File: config.mk
export PLATFORM = sky130hd
export DESIGN_NAME = pc_fetch_controller
export DESIGN_NICKNAME = d
export VERILOG_FILES = /design/src/rtl/pc_ctrl_pkg.sv /design/src/rtl/pc_next_sel.sv /design/src/rtl/pc_fetch_controller.sv
export SDC_FILE = /design/constraint.sdc
export NUM_CORES = 1
export LEC_CHECK = 0
export CAP_MARGIN = 20
export CORE_UTILIZATION = 33
export CTS_BUF_LIST = sky130_fd_sc_hd__clkbuf_4
export DETAILED_ROUTE_END_ITERATION = 16
export MAX_ROUTING_LAYER = met4
export PLACE_DENSITY = 0.8
export SLEW_MARGIN = 20
export SYNTH_ARGS = -nofsm -noshare
export SYNTH_HDL_FRONTEND = slang
export SYNTH_SLANG_ARGS = --single-unit
File: constraint.sdc
create_clock -name Clock -period 4.2 [get_ports Clock]
set_clock_uncertainty 0.05 [all_clocks]
set_input_delay 1.05 -clock Clock [delete_from_list [all_inputs] [get_ports Clock]]
set_output_delay 1.05 -clock Clock [all_outputs]
set_load 0.01 [all_outputs]
File: src/rtl/pc_ctrl_pkg.sv
// Shared constants for the PC fetch controller: FSM state encodings and instruction size.
package pc_ctrl_pkg;

  localparam logic [1:0] BOOT  = 2'd0;
  localparam logic [1:0] RUN   = 2'd1;
  localparam logic [1:0] STALL = 2'd2;
  localparam logic [1:0] HALT  = 2'd3;

  localparam int unsigned INSTR_BYTES = 4;
  localparam int unsigned BOOT_CNT_W  = 4;

endpackage

File: src/rtl/pc_next_sel.sv
// Next-PC priority mux: boot > pending > jump > branch > hold > sequential,
// followed by the instruction-memory wrap compare.
module pc_next_sel
  import pc_ctrl_pkg::*;
#(
  parameter int unsigned         ADDR_W    = 32,
  parameter logic [ADDR_W-1:0]   RESET_PC  = '0,
  parameter logic [ADDR_W-1:0]   IMEM_LAST = ADDR_W'(248)
) (
  input  logic              sel_boot,
  input  logic              sel_pend,
  input  logic              sel_jump,
  input  logic              sel_branch,
  input  logic              sel_hold,
  input  logic [ADDR_W-1:0] pc,
  input  logic [ADDR_W-1:0] pending_pc,
  input  logic [ADDR_W-1:0] jump_target,
  input  logic [ADDR_W-1:0] branch_target,
  output logic [ADDR_W-1:0] new_pc
);

  logic [ADDR_W-1:0] raw_pc;

  always_comb begin
    if (sel_boot)        raw_pc = RESET_PC;
    else if (sel_pend)   raw_pc = pending_pc;
    else if (sel_jump)   raw_pc = jump_target;
    else if (sel_branch) raw_pc = branch_target;
    else if (sel_hold)   raw_pc = pc;
    else                 raw_pc = pc + ADDR_W'(INSTR_BYTES);
    // Anything past the last fetchable word, redirects included, restarts at RESET_PC.
    new_pc = (raw_pc > IMEM_LAST) ? RESET_PC : raw_pc;
  end

endmodule

File: src/rtl/pc_fetch_controller.sv
// PC sequencing FSM (BOOT/RUN/STALL/HALT) with boot hold counter and redirect handling.
// Define PC_DELAY_SLOT_EN to defer redirects by one instruction (branch delay slot).
module pc_fetch_controller
  import pc_ctrl_pkg::*;
#(
  parameter int unsigned         ADDR_W      = 32,
  parameter logic [ADDR_W-1:0]   RESET_PC    = '0,
  parameter logic [ADDR_W-1:0]   IMEM_LAST   = ADDR_W'(248),
  parameter int unsigned         BOOT_CYCLES = 2
) (
  input  logic              Clock,
  input  logic              Reset,
  input  logic [ADDR_W-1:0] PC,
  input  logic              Stall,
  input  logic              Jump,
  input  logic [ADDR_W-1:0] JumpTarget,
  input  logic              BranchTaken,
  input  logic [ADDR_W-1:0] BranchTarget,
  input  logic              Halt,
  output logic [ADDR_W-1:0] NewPC,
  output logic              WriteEnable,
  output logic              FlushIFID,
  output logic              Halted
);

  logic [1:0]            state_q, state_d;
  logic [BOOT_CNT_W-1:0] boot_cnt_q, boot_cnt_d;
  logic                  sel_boot, sel_pend, sel_jump, sel_branch, sel_hold;
  logic [ADDR_W-1:0]     pend_pc_sel;

`ifdef PC_DELAY_SLOT_EN
  logic                  pending_valid_q, pending_valid_d;
  logic [ADDR_W-1:0]     pending_pc_q, pending_pc_d;
  assign pend_pc_sel = pending_pc_q;
`else
  assign pend_pc_sel = '0;
`endif

  always_comb begin
    state_d     = state_q;
    boot_cnt_d  = boot_cnt_q;
    sel_boot    = 1'b0;
    sel_pend    = 1'b0;
    sel_jump    = 1'b0;
    sel_branch  = 1'b0;
    sel_hold    = 1'b1;
    WriteEnable = 1'b0;
    FlushIFID   = 1'b0;
`ifdef PC_DELAY_SLOT_EN
    pending_valid_d = pending_valid_q;
    pending_pc_d    = pending_pc_q;
`endif
    case (state_q)
      BOOT: begin
        sel_boot = 1'b1;
        if (boot_cnt_q != '0) boot_cnt_d = boot_cnt_q - 1'b1;
        if (boot_cnt_q <= BOOT_CNT_W'(1)) state_d = RUN;
      end
      RUN, STALL: begin
`ifdef PC_DELAY_SLOT_EN
        if (Halt) begin
          state_d         = HALT;
          pending_valid_d = 1'b0;
        end else if (Stall) begin
          // A redirect under stall is still captured; the stall update happens meanwhile.
          state_d = STALL;
          if (!pending_valid_q && (Jump || BranchTaken)) begin
            pending_valid_d = 1'b1;
            pending_pc_d    = Jump ? JumpTarget : BranchTarget;
          end
        end else begin
          state_d     = RUN;
          sel_hold    = 1'b0;
          WriteEnable = 1'b1;
          if (pending_valid_q) begin
            sel_pend        = 1'b1;
            pending_valid_d = 1'b0;
          end else if (Jump || BranchTaken) begin
            pending_valid_d = 1'b1;
            pending_pc_d    = Jump ? JumpTarget : BranchTarget;
          end
        end
`else
        if (Halt) begin
          state_d = HALT;
        end else if (Jump || BranchTaken) begin
          state_d     = RUN;
          sel_jump    = Jump;
          sel_branch  = BranchTaken;
          sel_hold    = 1'b0;
          WriteEnable = 1'b1;
          FlushIFID   = 1'b1;
        end else if (Stall) begin
          state_d = STALL;
        end else begin
          state_d     = RUN;
          sel_hold    = 1'b0;
          WriteEnable = 1'b1;
        end
`endif
      end
      default: ;
    endcase
  end

  assign Halted = (state_q == HALT);

  pc_next_sel #(
    .ADDR_W   (ADDR_W),
    .RESET_PC (RESET_PC),
    .IMEM_LAST(IMEM_LAST)
  ) u_next_sel (
    .sel_boot     (sel_boot),
    .sel_pend     (sel_pend),
    .sel_jump     (sel_jump),
    .sel_branch   (sel_branch),
    .sel_hold     (sel_hold),
    .pc           (PC),
    .pending_pc   (pend_pc_sel),
    .jump_target  (JumpTarget),
    .branch_target(BranchTarget),
    .new_pc       (NewPC)
  );

  always_ff @(posedge Clock or posedge Reset) begin
    if (Reset) begin
      state_q    <= BOOT;
      boot_cnt_q <= BOOT_CNT_W'(BOOT_CYCLES);
    end else begin
      state_q    <= state_d;
      boot_cnt_q <= boot_cnt_d;
    end
  end

`ifdef PC_DELAY_SLOT_EN
  always_ff @(posedge Clock or posedge Reset) begin
    if (Reset) begin
      pending_valid_q <= 1'b0;
      pending_pc_q    <= '0;
    end else begin
      pending_valid_q <= pending_valid_d;
      pending_pc_q    <= pending_pc_d;
    end
  end
`endif

endmodule
* Yosys cells after proc, flatten, opt, wreduce, memory -nomap -nowiden
Index checks and enable logic that the tools add are counted.
** Word-level totals
- Bits of input ports :: 102
- Output and inout bits :: 35
- Register bits after elaboration :: 6
- Word-level logic and storage cells :: 45
** Cells by class
- Magnitude comparators :: 2
- Multiplexer cells :: 28
- Equal/unequal tests :: 4
- Add/sub/neg operators :: 2
- Reduce and logical (&&, ||, !) cells :: 7
** Operators by type and width (count)
- $mux W32 :: 5
- $add A32 B3 Y32 const B :: 1
- $gt A32 B8 Y1 const B :: 1
- $mux W1 :: 18
- $mux W2 :: 4
- $eq A2 B2 Y1 const B :: 2
- $le A4 B1 Y1 const B :: 1
- $pmux W2 S2 :: 1
- $reduce_and A2 Y1 :: 2
- $reduce_bool A4 Y1 :: 1
- $sub A4 B1 Y4 const B :: 1
- $eq A2 B1 Y1 const B :: 1
- $logic_not A2 Y1 :: 1
- $ne A2 B2 Y1 const B :: 1
- $reduce_bool A2 Y1 :: 1
- $reduce_or A2 Y1 :: 1
- $logic_or A1 B1 Y1 :: 1

* Logic depth before layout (Yosys ltp)
Gate-level depths: netlist of the first run.
- Word-level depth :: 10
- Gate-level depth with buffers :: 12

* By module
Synthesis of the first run repeated with hierarchy kept, for this count alone.
** Second synthesis, totals
- Cells, all modules :: 349
- Area total of the unflattened synthesis :: 2442.3 um2
** By module, submodules not included
- pc_next_sel :: instances 1, cells an instance 304, area each 2026.9 um2
- pc_fetch_controller :: instances 1, cells an instance 45, area each 415.4 um2

* Worst setup path before layout of the first run
OpenSTA, ideal clock, no wires.
- Path type :: input port to output port
- From :: in PC[5]
- To :: out NewPC[2]
- Path buffers :: 2
- Required time :: 3.100 ns
- Arrival :: 3.470 ns
- Slack :: -0.370 ns
- Cell stages on the path :: 10
- Cell sequence :: nand4_2 or3_1 clkbuf_1 nor4_1 xnor2_1 nor3_1 a211o_1 or4b_1 buf_4 nor3_1
** Between the ends
- Word-level cells in the longest chain between the ends :: 7
** RTL lines
- from (decl) :: RTL line pc_fetch_controller.sv:13 : input logic [ADDR_W-1:0] PC,
- $add A32 B3 Y32 :: RTL line pc_next_sel.sv:30 : else raw_pc = pc + ADDR_W'(INSTR_BYTES);
- $mux W32 * :: RTL line pc_next_sel.sv:29 : else if (sel_hold) raw_pc = pc;
- $mux W32 * :: RTL line pc_next_sel.sv:28 : else if (sel_branch) raw_pc = branch_target;
- $mux W32 * :: RTL line pc_next_sel.sv:27 : else if (sel_jump) raw_pc = jump_target;
- $mux W32 * :: RTL line pc_next_sel.sv:25 : if (sel_boot) raw_pc = RESET_PC;
- $gt A32 B8 Y1 * :: RTL line pc_next_sel.sv:32 : new_pc = (raw_pc > IMEM_LAST) ? RESET_PC : raw_pc;
- $mux W32 * :: RTL line pc_next_sel.sv:32
- to (decl) :: RTL line pc_fetch_controller.sv:20 : output logic [ADDR_W-1:0] NewPC,
Mark *: on every way between the ends. The rest lies on a longest branch, timed or not.

* Worst setup path in the final report of the first run
- From :: in Halt
- To :: out NewPC[0]
** Between the ends
- Word-level cells in the longest chain between the ends :: 8
- Elaborated cells on any way between the ends :: 12
- Classes of those cells :: order compare: 1; mux: 11
** RTL lines
- from (decl) :: RTL line pc_fetch_controller.sv:19 : input logic Halt,
- $mux W1 :: RTL line pc_fetch_controller.sv:84 : if (Halt) begin
- $mux W1 :: RTL line pc_fetch_controller.sv:53 : case (state_q)
- $mux W32 :: RTL line pc_next_sel.sv:29
- $mux W32 :: RTL line pc_next_sel.sv:28
- $mux W32 * :: RTL line pc_next_sel.sv:27
- $mux W32 * :: RTL line pc_next_sel.sv:25
- $gt A32 B8 Y1 :: RTL line pc_next_sel.sv:32
- $mux W32 * :: RTL line pc_next_sel.sv:32
Marked as above.

==> results_dict.tcl, run 1 <==
set metrics [dict create \
    crit_path_start_kind "input pin" \
    synth_cell_types 57 \
    firstDrtPassIters 4 \
    antenna_cells_inserted 0 \
    ctsRootBufferMaster "sky130_fd_sc_hd__clkbuf_4" \
    cts_inserted_buffers 3 \
    initial_utilization_pct 34.64 \
    route.met3.wl_um 621 \
    placement.setup.worst_slack_ns -1.285 \
    synth-edff-count 0 \
    die_area_um2 6125 \
    post-dp-hpwl_um 6530 \
    run_status "complete, but fails checks" \
    min_period_over_period_pct 110.4 \
    finalMaxSlewViolations 0 \
    power-per-cell-area_nw_per_um2 85.13 \
    top_signal_layer_used "met4" \
    synth_warnings 0 \
    hold_violations 0 \
    clkTransAtPathRegs_ns 0.04 \
    clk_latency_ns 0.26 \
    synth_seq_area_share_pct 7.888 \
    detailedRoute.firstIterationViolations 152 \
    die_w_um 78.27 \
    drcViolationCount 0 \
    failed_checks "setup timing" \
    floorplan.die.height_um 78.27 \
    cellInternalPower_uw 235.7 \
    tritoncts_clock_tree "yes" \
    synth-seq-cells 6 \
    postLayoutSetupSlackWorst_ns -0.4368 \
    finalCriticalPeriod_ns 4.637 \
    p_sw_share_pct 31.33 \
    hold_slack_ns 0.4861 \
    worst_ep_arrival_time_ns 3.54 \
    finish.cell_count_without_fillers 559 \
    ir_worst_vdd_mv 0.1017 \
    core_region_area_um2 5540 \
    post-place-cells 538 \
    yosysTopAreaCell "sky130_fd_sc_hd__buf_4" \
    buffer_ports.inserted 112 \
    antenna_found_initial 0 \
    grt_start_max_net_pins 19 \
    endpoint_required_time_on_the_critical_path_ns 3.10 \
    area_growth_syn_to_layout_pct 110.0 \
    setup_repair_after_global_routing_missed_its_margin "true" \
    yosysMostFrequentCell "sky130_fd_sc_hd__buf_4" \
    holdCritPathClass "reg -> reg" \
    setup_viol 8 \
    yosys.area.top_type_share_pct 9.778 \
    routedWlPerCell_um 14.99 \
    critical_path.endpoint_type "output port" \
    grt_pass1_wl_um 13480 \
    critPathMaxFanout 6 \
    cts_hold_repair.buffers 0 \
    detailroute.via_count 2928 \
    syn_area_per_cell_um2 6.830 \
    power_frac_seq_pct 16.9 \
    grt.overflow.total 0 \
    pwr-share-comb_pct 63.3 \
    static-leakage-power_nw 1.751 \
    grt_pass1_vias 3066 \
    netlist_area_um2 1919 \
    numnets_final 595 \
    boundaryPins 137 \
    max_freq_mhz 215.7 \
    synth_ff_type "sky130_fd_sc_hd__dfrtp_1" \
    floorplan_row_count 27 \
    total_switching_power_uw 107.5 \
    clock_network_power_share_pct 19.8 \
    gp_congestion 0.9186 \
    power_uw 343.2 \
    track_usage_pct 27.89 \
    clkSinkCount 6 \
    drt-total-wl_um 8379 \
    yosys-top-cells-count "25 x sky130_fd_sc_hd__buf_4, 23 x sky130_fd_sc_hd__nand2_1, 19 x sky130_fd_sc_hd__nor2_1" \
    synth.top_cells.by_area "sky130_fd_sc_hd__buf_4 9.8%, sky130_fd_sc_hd__dfrtp_1 6.5%, sky130_fd_sc_hd__xnor2_1 5.9%, sky130_fd_sc_hd__nand2_1 4.5%, sky130_fd_sc_hd__o21ai_0 4.2%" \
    htreeDepth 1 \
    antenna_left 0 \
    post_synth_inst_count 281 \
    worst-setup-path-type "in -> out" \
    met2WireLength_um 4377 \
    drv.max_cap_violation_count 0 \
    final_layout_size_suffix_gt1_share_pct 37.99 \
    wirelength_met1_um 3181 \
    max_clock_buf_depth 2 \
    viasPerCell 5.238 \
    asyncSetResetFlopFracSynth_pct 100.0 \
]
## layer usage
layer,global-route usage [%],up-vias
met1,30.50,1340
met5,-,-
met4,9.444,0
met2,51.23,154
met3,4.186,20
li1,-,1414
## what timing repair did
action / in CTS / in global routing
buffers inserted: 18 / 0
pin swaps: 33 / 18
gates resized for setup: 164 / 13
setup endpoints to repair: 8 / 8
endpoints found under the hold margin: 0 / 0
## placed cells by master, fill, tap and decap left out, types with 11 or more instances in the layout
master,Yosys,layout
sky130_fd_sc_hd__nand2_1,23,19
sky130_fd_sc_hd__nor2_1,19,18
sky130_fd_sc_hd__clkdlybuf4s50_1,0,75
sky130_fd_sc_hd__inv_1,13,13
sky130_fd_sc_hd__buf_4,25,91
sky130_fd_sc_hd__xnor2_1,13,13
sky130_fd_sc_hd__o21ai_0,16,15
sky130_fd_sc_hd__buf_2,7,17
sky130_fd_sc_hd__nand3_1,15,11
sky130_fd_sc_hd__buf_6,0,17
sky130_fd_sc_hd__conb_1,1,24
## area by class of cell
cell class	instances	area (um^2)
clock buffers	4	30.03
fillers	458	1509
inverters	14	52.55
multi-input cells	247	1821
flip-flops and latches	6	151.4
well taps	72	90.09
repair buffers	216	1887
## flip-flops by register name (all words and copies together) (netlist names)
| register | count |
|---|---|
| boot_cnt_q | 4 |
| state_q | 2 |
## cells by family after synthesis
group                    Yosys count  synth area share, %
AO/OA/AOI/OAI                     71                24.45
XOR/XNOR                          20                9.127
adder cells (fa/ha/maj)            5                3.259
buffers and inverters             51                15.32
flip-flops                         6                7.888
multiplexers                       2                1.108
other                              1               0.1954
AND/OR/NAND/NOR                  125                38.66
## worst max-delay path, cell delays in order
cell                       delay [ns]
sky130_fd_sc_hd__buf_8           0.10
sky130_fd_sc_hd__nand2b_4        0.16
sky130_fd_sc_hd__or3_4           0.45
sky130_fd_sc_hd__buf_6           0.15
sky130_fd_sc_hd__buf_6           0.12
sky130_fd_sc_hd__or3_4           0.35
sky130_fd_sc_hd__xor2_1          0.19
sky130_fd_sc_hd__nand3_1         0.12
sky130_fd_sc_hd__a21oi_2         0.20
sky130_fd_sc_hd__nand3_2         0.15
sky130_fd_sc_hd__buf_6           0.18
sky130_fd_sc_hd__nor3_4          0.16
sky130_fd_sc_hd__buf_2           0.15
## power groups by stage
| stage | Sequential, mW | Clock, mW | Combinational (mW) |
|---|---|---|---|
| detailed placement | 0.0589 | 0 | 0.207 |
| global route | 0.0579 | 0.0745 | 0.233 |
| finish | 0.0579 | 0.0679 | 0.217 |
| floorplan | 0.0589 | 0 | 0.0731 |
| CTS | 0.0579 | 0.0696 | 0.212 |
| global placement | 0.0589 | 0 | 0.205 |
## final timing paths
| path | start | endpoint | slack (ns) | depth (start not counted) |
|---|---|---|---|---|
| max in group asynchronous | Reset | boot_cnt_q[1] | 2.88 | 2 |
| worst max register to register | boot_cnt_q[1] | state_q[0] | 2.61 | 7 |
| worst min register to register | boot_cnt_q[1] | boot_cnt_q[1] | 0.49 | 2 |
| worst min-delay path | boot_cnt_q[1] | boot_cnt_q[1] | 0.49 | 2 |
| worst max-delay path | Halt | NewPC[0] | -0.44 | 13 |
| min in group asynchronous | Reset | boot_cnt_q[2] | 0.95 | 2 |
## metrics by stage
stage                     instance area (um^2)  setup TNS [ns]  utilization (%)
after global placement                    3745          -9.432            67.59
after global routing                      4031          -4.170            72.76
after CTS                                 3984          -2.786            71.91
final                                     4031          -3.125            72.76
after detailed placement                  3745          -10.12            67.59
after floorplan                           2137         -0.5720                -
Power figures use the tool's default switching activity.
==> run 2: changes to the inputs <==
--- a/config.mk
+++ b/config.mk
@@ -10,7 +10,7 @@
 export CTS_BUF_LIST = sky130_fd_sc_hd__clkbuf_4
 export DETAILED_ROUTE_END_ITERATION = 16
 export MAX_ROUTING_LAYER = met4
-export PLACE_DENSITY = 0.8
+export PLACE_DENSITY_LB_ADDON = 0.3
 export SLEW_MARGIN = 20
 export SYNTH_ARGS = -nofsm -noshare
 export SYNTH_HDL_FRONTEND = slang
==> results_dict.tcl, run 2 (synthesized netlist as in run 1, its figures left out) <==
set metrics [dict create \
    antenna_found_initial 0 \
    gp_congestion 0.9039 \
    worst-slew-pin-transition_ns 0.5085 \
    detailroute.via_count 2878 \
    boundaryPins 137 \
    worst_setup_slack_for_register_to_register_paths_ns 2.50 \
    max_clock_buf_depth 2 \
    crit_path_start_kind "input pin" \
    placement.setup.worst_slack_ns -1.421 \
    floorplan_row_count 27 \
    ctsRootBufferMaster "sky130_fd_sc_hd__clkbuf_4" \
    final_layout_size_suffix_gt1_share_pct 39.92 \
    firstDrtPassIters 4 \
    drv.max_cap_violation_count 0 \
    die_area_um2 6125 \
    postLayoutCoreUtil_pct 72.70 \
    cts_hold_repair.buffers 0 \
    grt_start_max_net_pins 19 \
    min_period_over_period_pct 109.8 \
    grt.overflow.total 0 \
    worst_ep_arrival_time_ns 3.51 \
    ir_worst_vdd_mv 0.06690 \
    core_region_area_um2 5540 \
    drt-total-wl_um 8292 \
    clk_latency_ns 0.25 \
    dpl-instance-area_um2 3677 \
    buffer_ports.inserted 112 \
    number_of_flip_flops_in_the_largest_register 4 \
    met1_layer_usage_reported_by_global_route_pct 29.57 \
    htreeDepth 1 \
    footprint_of_the_multi_input_gates_um2 1888 \
    detailedRoute.firstIterationViolations 94 \
    post-place-cells 529 \
    antenna_cells_inserted 0 \
    postLayoutSetupSlackWorst_ns -0.4125 \
    holdCritPathClass "reg -> reg" \
    finish.cell_count_without_fillers 553 \
    failed_checks "setup timing" \
    max_freq_mhz 216.8 \
    power-per-cell-area_nw_per_um2 83.40 \
    met3_usage_pct 3.372 \
    met2_usage_pct 50.88 \
    tritoncts_clock_tree "yes" \
    area_growth_syn_to_layout_pct 109.8 \
    antenna_left 0 \
    finalCriticalPeriod_ns 4.612 \
    routedWlPerCell_um 14.99 \
    cts_inserted_buffers 3 \
    final_design_area_no_fill_um2 4028 \
    grt_pass1_vias 2841 \
    finalMaxSlewViolations 0 \
    worst-setup-path-type "in -> out" \
    grt_pass1_wl_um 12770 \
    slew_headroom_pct 65.98 \
    setup_viol 8 \
    critical_path.endpoint_type "output port" \
    grt_peak_use_layer "met2" \
    register_area_um2 151.4 \
    final_common_cell "sky130_fd_sc_hd__buf_4" \
    fill_cells 448 \
    static-leakage-power_nw 1.769 \
    post-dp-hpwl_um 6490 \
    top_register "boot_cnt_q" \
    setup_repair_after_global_routing_missed_its_margin "true" \
    drcViolationCount 0 \
    top_regs "boot_cnt_q: 4 flops, state_q: 2 flops" \
    hold_violations 0 \
    layout.cells.most_common_list "88 x sky130_fd_sc_hd__buf_4, 73 x sky130_fd_sc_hd__clkdlybuf4s50_1, 24 x sky130_fd_sc_hd__conb_1, 24 x sky130_fd_sc_hd__buf_2, 19 x sky130_fd_sc_hd__nand2_1" \
    die_w_um 78.27 \
    initial_utilization_pct 34.64 \
    critPathMaxFanout 6 \
    endpoint_required_time_on_the_critical_path_ns 3.10 \
    run_status "complete, but fails checks" \
    setup_tns_ns -2.884 \
    viasPerCell 5.204 \
    track_usage_pct 26.87 \
    hold_slack_ns 0.4482 \
    clkSinkCount 6 \
    power_uw 335.9 \
    numnets_final 589 \
    floorplan.die.height_um 78.27 \
    clkTransAtPathRegs_ns 0.04 \
]
-- run 2: cell types whose count changed in the layout (fill, tap and decap cells not counted), sizes merged --
cell / change
clkdlybuf4s15: -8
buf: +3
clkdlybuf4s50: -2
dlygate4sd2: +1
-- run 2: final cells by class --
type | count | area share [%]
Sequential cell | 6 | 3.759
Timing Repair Buffer | 210 | 45.08
Clock buffer | 4 | 0.7456
Tap cell | 72 | 2.237
Inverter | 14 | 1.305
Multi-Input combinational cell | 247 | 46.88
-- run 2: path summary, 6_finish.rpt --
| kind | startpoint | to | cells past startpoint |
|---|---|---|---|
| setup / recovery | PC[2] | NewPC[6] | 14 |
| hold / removal | boot_cnt_q[1] | boot_cnt_q[1] | 2 |
| setup reg to reg | state_q[1] | boot_cnt_q[3] | 6 |
| hold reg to reg | boot_cnt_q[1] | boot_cnt_q[1] | 2 |
| max in group asynchronous | Reset | boot_cnt_q[1] | 2 |
| min in group asynchronous | Reset | boot_cnt_q[0] | 2 |
-- run 2: routing by layer --
layer,wire length [um],vias up
li1,-,1406
met1,3258,1315
met2,4340,136
met3,499,21
met4,193,0
met5,0,-
-- run 2: worst max-delay path, stage by stage --
cell	delay, ns
sky130_fd_sc_hd__buf_4	0.11
sky130_fd_sc_hd__ha_4	0.13
sky130_fd_sc_hd__nand2_2	0.06
sky130_fd_sc_hd__or3_4	0.43
sky130_fd_sc_hd__buf_6	0.15
sky130_fd_sc_hd__or3_4	0.33
sky130_fd_sc_hd__xor2_1	0.17
sky130_fd_sc_hd__nand3_1	0.10
sky130_fd_sc_hd__a21oi_2	0.23
sky130_fd_sc_hd__buf_4	0.16
sky130_fd_sc_hd__a31oi_4	0.09
sky130_fd_sc_hd__buf_12	0.15
sky130_fd_sc_hd__nor3_4	0.18
sky130_fd_sc_hd__buf_2	0.16
-- run 2: repair_timing --
action,CTS,global route
endpoints found under the setup margin,8,8
resized for setup,188,18
setup buffers,15,5
pin swaps,33,17
-- run 2: report_power, final --
group	total (mW)	internal, mW	switching (mW)
Sequential	0.0580	0.0580	0
Clock	0.0653	0.0425	0.0227
Combinational	0.213	0.130	0.0823
Total	0.336	0.231	0.105
